==> config.mk <==
export PLATFORM = sky130hd
export DESIGN_NAME = mux4_rr_arb
export DESIGN_NICKNAME = d
export VERILOG_FILES = /design/src/rtl/mux4_rr_arb.sv
export SDC_FILE = /design/constraint.sdc
export NUM_CORES = 1
export LEC_CHECK = 0
export ABC_AREA = 1
export BUFFER_PORTS_ARGS = -buffer_cell sky130_fd_sc_hd__buf_4
export CORE_ASPECT_RATIO = 1.25
export CORE_MARGIN = 4
export CORE_UTILIZATION = 49
export DETAILED_ROUTE_END_ITERATION = 8
export PLACE_DENSITY = 0.87
export SYNTH_ARGS = -nofsm -noshare
export SYNTH_HDL_FRONTEND = slang
export SYNTH_SLANG_ARGS = --single-unit
==> constraint.sdc <==
create_clock -name clk -period 3.3 [get_ports clk]
set_clock_uncertainty 0.1 [all_clocks]
set_input_delay 0 -clock clk [delete_from_list [all_inputs] [get_ports clk]]
set_output_delay 0 -clock clk [all_outputs]
set_load 0.05 [all_outputs]
==> src/rtl/mux4_rr_arb.sv <==
// Four-channel round-robin packet arbiter feeding a single registered output slot.
// A channel that starts a multi-beat packet holds the grant until its last beat.
module mux4_rr_arb #(
  parameter int WIDTH = 8
) (
  input  logic             clk,
  input  logic             rst,
  input  logic [3:0]       in_valid,
  input  logic [WIDTH-1:0] in_data0,
  input  logic [WIDTH-1:0] in_data1,
  input  logic [WIDTH-1:0] in_data2,
  input  logic [WIDTH-1:0] in_data3,
  input  logic [3:0]       in_last,
  output logic [3:0]       in_ready,
  output logic             out_valid,
  output logic [WIDTH-1:0] out_data,
  output logic [1:0]       out_sel,
  output logic             out_last,
  input  logic             out_ready
);

  typedef enum logic {IDLE, LOCKED} state_t;

  state_t           state, state_next;
  logic [1:0]       lock_ch, lock_next;
  logic [1:0]       ptr, ptr_next;
  logic             slot_free;
  logic             grant_any;
  logic [1:0]       grant_ch;
  logic             in_fire;
  logic [WIDTH-1:0] sel_data;

  assign slot_free = !out_valid || out_ready;

  // Lowest offset from ptr wins, so the loop runs downward and lets nearer hits overwrite.
  always_comb begin
    logic [1:0] idx;
    idx       = '0;
    grant_any = 1'b0;
    grant_ch  = ptr;
    if (state == LOCKED) begin
      grant_any = 1'b1;
      grant_ch  = lock_ch;
    end else begin
      for (int k = 3; k >= 0; k--) begin
        idx = ptr + 2'(k);
        if (in_valid[idx]) begin
          grant_any = 1'b1;
          grant_ch  = idx;
        end
      end
    end
  end

  assign in_ready = (grant_any && slot_free && !rst) ? (4'b0001 << grant_ch) : 4'b0000;
  assign in_fire  = |(in_valid & in_ready);

  always_comb begin
    case (grant_ch)
      2'd0:    sel_data = in_data0;
      2'd1:    sel_data = in_data1;
      2'd2:    sel_data = in_data2;
      default: sel_data = in_data3;
    endcase
  end

  always_comb begin
    state_next = state;
    lock_next  = lock_ch;
    ptr_next   = ptr;
    if (in_fire) begin
      if (in_last[grant_ch]) begin
        state_next = IDLE;
        ptr_next   = grant_ch + 2'd1;
      end else begin
        state_next = LOCKED;
        lock_next  = grant_ch;
      end
    end
  end

  always_ff @(posedge clk or posedge rst) begin
    if (rst) begin
      state   <= IDLE;
      lock_ch <= 2'd0;
      ptr     <= 2'd0;
    end else begin
      state   <= state_next;
      lock_ch <= lock_next;
      ptr     <= ptr_next;
    end
  end

  // A new beat overwrites the slot even while the old one leaves, so no bubble appears.
  always_ff @(posedge clk or posedge rst) begin
    if (rst) begin
      out_valid <= 1'b0;
      out_data  <= '0;
      out_sel   <= 2'd0;
      out_last  <= 1'b0;
    end else if (in_fire) begin
      out_valid <= 1'b1;
      out_data  <= sel_data;
      out_sel   <= grant_ch;
      out_last  <= in_last[grant_ch];
    end else if (out_ready) begin
      out_valid <= 1'b0;
    end
  end

endmodule
# Yosys cells after proc, flatten, opt, wreduce, memory -nomap -nowiden
# Cells that the tools add are included.
# Widths: inputs -> output; s select.
# classes
addsub	4
n_lt_le_gt_ge	5
n_eq_ne	2
n_shift	1
n_mux	25
bitwise	2
n_reduce_logical	10
# ops
cell	count
$pmux 8 s3	1
$lt 2x3->1 const B	5
$mux 1	13
$bmux 1 s2	5
$mux 2	5
$add 2x1->2 const B	2
$add 2x2->2 const B	2
$and 4x4->4	1
$mux 4	1
$reduce_and 2->1	2
$reduce_or 4->1	1
$shl 1x2->4 const A	1
$eq 2x1->1 const B	1
$eq 2x2->1 const B	1
$logic_and 1x1->1	2
$logic_not 1->1	2
$logic_not 2->1	1
$reduce_bool 2->1	1
$logic_or 1x1->1	1
$not 1->1	1
# totals
register_bits	17
in_bits	43
output_inout_bits	16
elab_cells	56

# Longest topological paths before layout
# Gate-level depths: netlist of the first run.
# depth
word_depth	14
depth_mapped	23
depth_no_buf	20

# Least setup slack after synthesis of the first run
# No wires, ideal clock.
# synth_timing
path_type	reg-to-reg
from	register ptr[0]
to	register out_data[0]
setup_ps	120
arrival_time_ps	2358
t_required_ps	3080
slack_ps	722
stages_incl_launch_ff	23
path_buffers	3
synth_period_minus_slack_ps	2578
path_cell_list	dfrtp_1 buf_6 inv_6 nand2_2 nand3_1 nand2_1 nor2_2 nand2_1 nand2_1 nand2_2 nand2_4 nand2_4 inv_1 ha_1 clkbuf_1 nand4_1 nand2_1 inv_2 nand2_4 inv_4 buf_6 nand2_1 o21ai_2
# synth_via
elab_cells_between_ends	31
cone_classes	3 x add/sub; 2 x eq/ne; 1 x shift; 20 x mux; 1 x bitwise; 4 x reduce/logical
# synth_rtl
item	line_no	text
from (decl)	26	logic [1:0] ptr, ptr_next;
from (signal assigned)	90	ptr <= ptr_next;
$add 2x2->2	46	idx = ptr + 2'(k);
$bmux 1 s2	47	if (in_valid[idx]) begin
$mux 1 (not written as such)	47	
$mux 2 (3 in series)	47	
$mux 2 *	47	
$mux 2 *	41	if (state == LOCKED) begin
net grant_ch[0]	29	logic [1:0] grant_ch;
$shl 1x2->4	55	assign in_ready = (grant_any && slot_free && !rst) ? (4'b0001 << grant_ch) : 4'b0000;
$mux 4	55	
$and 4x4->4	56	assign in_fire = |(in_valid & in_ready);
$reduce_or 4->1	56	
to (signal assigned)	103	out_data <= sel_data;
to (decl)	16	output logic [WIDTH-1:0] out_data,
# The timed path passes the listed nets; every way through them passes the cells marked *. The select of a mux whose other input is x is not followed.
# A chain may end at the register's enable or synchronous reset.

# Final worst setup path of the first run
# layout_timing
from	register ptr[0]
to	register out_data[3]
# Same word-level chain as after synthesis.

==> results of run 1 <==
final timing paths:
check	to	cells after the start	slack, ns	from
worst max-delay path	out_data[3]	16	0.48	ptr[0]
max in group asynchronous	lock_ch[1]	3	2.39	rst
min in group asynchronous	out_data[5]	3	0.27	rst
worst max register to register	out_data[3]	16	0.48	ptr[0]
worst min register to register	lock_ch[0]	2	0.38	lock_ch[0]
worst min-delay path	out_last	5	0.01	in_last[2]
Yosys cell counts, types with 2 or more instances:
| library cell | instances |
|---|---|
| nand2_4 | 3 |
| o21ai_0 | 2 |
| nand3_1 | 12 |
| buf_6 | 2 |
| nor2_1 | 4 |
| o21ai_2 | 8 |
| clkbuf_1 | 5 |
| nand2_1 | 64 |
| nand4_1 | 4 |
| nand2_2 | 12 |
| dfrtp_1 | 17 |
| nand3_2 | 6 |
| a21oi_1 | 9 |
| a32o_1 | 8 |
| inv_2 | 5 |
| nor2_2 | 2 |
| o21ai_1 | 4 |
| inv_1 | 24 |
| ha_1 | 5 |
registers in the layout (all words and copies together) (netlist names):
| signal | flops |
|---|---|
| out_last | 1 |
| state | 1 |
| out_data | 8 |
| out_sel | 2 |
| ptr | 2 |
| lock_ch | 2 |
| out_valid | 1 |
power by group:
group | internal [mW] | switching (mW)
Combinational | 0.676 | 1.28
Sequential | 0.310 | 0.0850
Clock | 0.0469 | 0.0667
Total | 1.03 | 1.43
cells by family after synthesis:
logic type	Yosys count	share of synthesized area (%)
flip-flops	17	28.6
AO/OA/AOI/OAI	34	17.7
buffers and inverters	40	12.4
AND/OR/NAND/NOR	110	37.1
adder cells (fa/ha/maj)	5	4.21
layer usage:
layer	track usage (%)	wire (um)	up-vias
met3	6.33	356	12
li1	-	-	797
met4	9.54	115	0
met1	26.0	1690	748
met5	0	0	-
met2	38.6	2320	75
stage by stage:
stage	setup WS, ns	cells	area (um2)	hold WS (ns)
floorplan	0.722	206	1490	-0.174
global placement	0.711	294	1930	0.0306
detailed placement	0.623	294	1930	0.0365
CTS	0.617	308	2060	0.0177
global route	0.231	308	2060	0.0373
finish	0.485	308	2060	0.0122
worst max-delay path, stage by stage (launching register included):
cell	delay, ns
dfrtp_1	0.58
inv_6	0.08
nand2_2	0.08
nand2_2	0.06
nand2_2	0.09
nand2_1	0.07
nor2_2	0.10
nand2_1	0.06
nand2_1	0.06
nand2_2	0.06
nand2_4	0.08
nand2_4	0.09
inv_1	0.13
ha_1	0.52
a21oi_1	0.14
a32o_1	0.30
o21ai_2	0.13
cell type report:
type                    instances  share of cell area [%]
clock buffers                   4                    1.28
well taps                      36                    2.19
multi-input cells             149                    42.7
inverters                      31                    6.03
repair buffers                 71                    27.1
flip-flops and latches         17                    20.7
==> results.yml, run 1 <==
cts:
  post_cts_buffers: 0
  postCtsResizedCells: 0
  clock_sinks: 17
  cts_buffer_depth: 2
  cts_tree: "built"
  htreeDepth: 1
  cts_hold_buf: 10
  insertion_delay_ns: 0.29
  numCtsBuffers: 3
  root_buffer: "clkbuf_4"
  clk_pin_slew_worst_paths_ns: 0.10
route:
  drt_iter0_drc: 63
  first_pass_iters: 4
  num_vias: 1632
  wl_per_cell_um: 14.5
  viasPerCell: 5.30
  post-route-drc-count: 0
  antenna_left: 0
  routed_wl_mm: 4.48
floorplan:
  fp.dieW_um: 57.3
  die_y_um: 69.6
  boundaryPins: 59
  coreArea_um2: 2920
  rows: 22
  die-area_um2: 3980
  initial_core_util_pct: 50.9
layout:
  antenna_cells: 0
  final_common_cell: "nand2_1"
  drive_above_1_share_pct: 39.3
  synthToLayoutAreaGrowth_pct: 38.3
  final_cell_mix: "nand2_1 (64), buf_4 (61), inv_1 (24)"
  final_util_pct: 70.5
  multi_input_area_um2: 877
  regArea_um2: 425
  final_nets: 321
  num-fill-cells: 239
worst_setup_path:
  critPathArrivalTime_ns: 2.93
  critPathKind: "reg -> reg"
  cp_max_fo: 16
  required_ns: 3.42
  cp-start-kind: "flop"
  worst_setup_path_end_kind: "flop"
power_and_ir_drop:
  power_mw: 2.46
  leakage_nw: 1.10
  power_density_nw_per_um2: 1200
  irDropWorstVdd_mv: 0.710
timing:
  period_share_pct: 85.3
  tightest_slew_ns: 0.670
  fin_setup_tns_ns: 0
  timing.slew.headroom_pct: 55.3
  clock.fmax_mhz: 355
  rsz0062_at_grt: "no"
  setup_viol: 0
  final_hold_viol_count: 0
  layout_min_cycle_time_ns: 2.82
  slew_violations: 0
run_status:
  status: "completed"
placement:
  gp_congestion: 0.827
  numPortBuffers: 58
  hpwl_mm: 3.06
global_route:
  grt_pass1_vias: 1635
  antenna_found_initial: 0
  grt_max_degree: 23
  overflow: 0
  grt_pass1_wl_mm: 7.27
  grtUsageTotal_pct: 22.7
synthesis:
  synth_cells: 206
  synth.net_count: 254
  synth_top_area_cell: "dfrtp_1"
  netlist_area_um2: 1490
  ys.flop_type: "dfrtp_1"
  yosysSeqAreaShare_pct: 28.6
  synth.distinct_cells: 29
  ys_seq_elements: 17
  synth.area.top_cells: "dfrtp_1 (29%), nand2_1 (16%), inv_1 (6.1%), a32o_1 (5.4%), nand2_2 (5.1%)"
  synth_edf_count: 0
  async_reset_ff_share_pct: 100
  yosysTopAreaCellShare_pct: 28.6
  yosysWarnings: 0
  syn_area_per_cell_um2: 7.22
hold_path:
  hold_class: "in -> reg"
flow_run:
  max_cap_violations: 0
(Power assumes the default switching activity.)
==> inputs of run 2 (changes only) <==
--- a/config.mk
+++ b/config.mk
@@ -13,3 +13,3 @@
 export DETAILED_ROUTE_END_ITERATION = 8
-export PLACE_DENSITY = 0.87
+export PLACE_DENSITY = 0.81
 export SYNTH_ARGS = -nofsm -noshare
==> constraint.sdc (replaced) <==
create_clock -name clk -period 2.89 [get_ports clk]
set_clock_uncertainty 0.1 [all_clocks]
set_input_delay 0.578 -clock clk [delete_from_list [all_inputs] [get_ports clk]]
set_output_delay 0.578 -clock clk [all_outputs]
set_load 0.05 [all_outputs]
==> results.yml, run 2 (synthesis results as in run 1) <==
worst_setup_path:
  reg2regPathDepth: 17
  cp-start-kind: "flop"
  max_stage_delay_ns: 0.44
  worst-path-buf-inv: 5
  r2r_start: "ptr[0]"
  critical_path.top_delay_family: "simple AND/OR/NAND/NOR gates"
  cp_max_fo: 7
  required_ns: 2.21
  slowest_stage: "dfrtp_2"
  crit_chain: "buf_12 -> clkinv_8 -> nand2_2 -> nand3_2 -> nand2_2 -> nor2_2 -> nand2_1 -> nand2_1 -> nand2_2 -> nand2_4 -> nand2_8 -> inv_8 -> ha_4 -> inv_2 -> nor2_4 -> buf_8"
  r2r_slack_ns: 0.16
  critPathKind: "reg -> out"
  worstReg2RegEnd: "out_data[3]"
  startpoint: "ptr[0]"
  cpMostUsedCell: "nand2_2"
  critPathArrivalTime_ns: 2.22
  worst_setup_path_end_kind: "output pin"
timing:
  rsz0062_at_grt: "yes"
  setup_slack_ns: -0.00904
  clock.fmax_mhz: 345
  final_hold_viol_count: 0
  slew_violations: 0
  period_share_pct: 100
  setup_viol: 1
  tightest_slew_ns: 0.668
  fin_setup_tns_ns: -0.00904
  timing.slew.headroom_pct: 55.5
  layout_min_cycle_time_ns: 2.90
floorplan:
  die-area_um2: 3980
  initial_core_util_pct: 50.9
  coreArea_um2: 2920
  boundaryPins: 59
  fp.dieW_um: 57.3
  rows: 22
  die_y_um: 69.6
cts:
  htreeDepth: 1
  numCtsBuffers: 3
  cts_tree: "built"
  cts_hold_buf: 0
  root_buffer: "clkbuf_4"
  clock_sinks: 17
  cts_buffer_depth: 2
  insertion_delay_ns: 0.31
  clk_pin_slew_worst_paths_ns: 0.12
route:
  num_vias: 1705
  first_pass_iters: 4
  wl_per_cell_um: 14.6
  viasPerCell: 5.38
  post-route-drc-count: 0
  routed_wl_mm: 4.62
  antenna_left: 0
  drt_iter0_drc: 52
global_route:
  met1_usage_pct: 25.6
  grt_max_degree: 23
  grt_pass1_wl_mm: 6.86
  overflow: 0
  antenna_found_initial: 0
  grtUsageTotal_pct: 21.3
  met2_usage_pct: 35.5
  grt_pass1_vias: 1565
  use_met3_pct: 4.84
  grt-busiest-layer: "met2"
placement:
  placed_area_um2: 2030
  gp_congestion: 0.986
  numPortBuffers: 58
  hpwl_mm: 3.16
layout:
  fin_area_um2: 2320
  num-fill-cells: 205
  synthToLayoutAreaGrowth_pct: 55.9
  drive_above_1_share_pct: 53.4
  top_register: "out_data"
  final_common_cell: "buf_4"
  final_nets: 330
  final_cell_mix: "buf_4 (72), nand2_1 (57), inv_1 (19)"
  antenna_cells: 0
  largest_reg_flops: 8
hold_path:
  hold_class: "in -> async"
run_status:
  status: "finished, violations left"
  failed_checks: "negative setup slack"
power_and_ir_drop:
  power_density_nw_per_um2: 1520
  irDropWorstVdd_mv: 0.962
  leakage_nw: 1.19
flow_run:
  max_cap_violations: 0
run 2: metrics by stage:
stage | total power [mW] | cells | hold slack [ns] | util, % | worst slack (ns)
2_1_floorplan | 2.20 | 206 | 0.334 | - | -0.0382
3_3_place_gp | 2.81 | 302 | 0.347 | 69.5 | 0.0527
3_5_place_dp | 2.84 | 302 | 0.360 | 69.5 | 0.00545
4_1_cts | 3.17 | 311 | 0.291 | 73.9 | -0.0239
5_1_grt | 3.76 | 317 | 0.325 | 79.4 | -0.103
6_report | 3.53 | 317 | 0.266 | 79.4 | -0.00904
run 2: worst max-delay path by stage:
stage,end,depth (start not counted)
floorplan,in_ready[1],15
global placement,in_ready[1],16
detailed placement,in_ready[1],16
CTS,in_ready[0],16
global route,in_ready[3],16
finish,in_ready[3],16
run 2: final cells by class:
| cell class | count | area [um2] | area share [%] |
|---|---|---|---|
| timing repair buffer | 80 | 657 | 28.3 |
| multi-input combinational | 149 | 1020 | 44.0 |
| tap | 36 | 45.0 | 1.94 |
| clock buffer | 4 | 26.3 | 1.13 |
| inverter | 31 | 141 | 6.10 |
| sequential | 17 | 428 | 18.5 |
run 2: metal layers:
metal,up-vias,wire [um]
li1,813,-
met1,795,1720
met2,80,2410
met3,17,306
met4,0,172
met5,-,0
run 2: what timing repair did:
action                     4_1_cts  5_1_grt
setup buffers                    5        6
setup endpoints to repair        4        4
pin swaps                        1       17
gates cloned                     0        0
gates resized for setup         15       33
run 2: power breakdown:
part	total, mW	internal, mW	switching, mW
Sequential	0.443	0.356	0.0872
Combinational	2.95	1.21	1.74
Clock	0.140	0.0539	0.0857
Total	3.53	1.62	1.91
run 2: worst reg2reg max path: stages, from the launching register on:
cell and delay [ns]:
dfrtp_2 0.44, buf_12 0.14, clkinv_8 0.07, nand2_2 0.06, nand3_2 0.10, nand2_2 0.06, nor2_2 0.12, nand2_1 0.07
nand2_1 0.08, nand2_2 0.06, nand2_4 0.09, nand2_8 0.08, inv_8 0.08, buf_4 0.10, ha_1 0.50, a21oi_1 0.11
a32o_1 0.26, o21ai_2 0.12
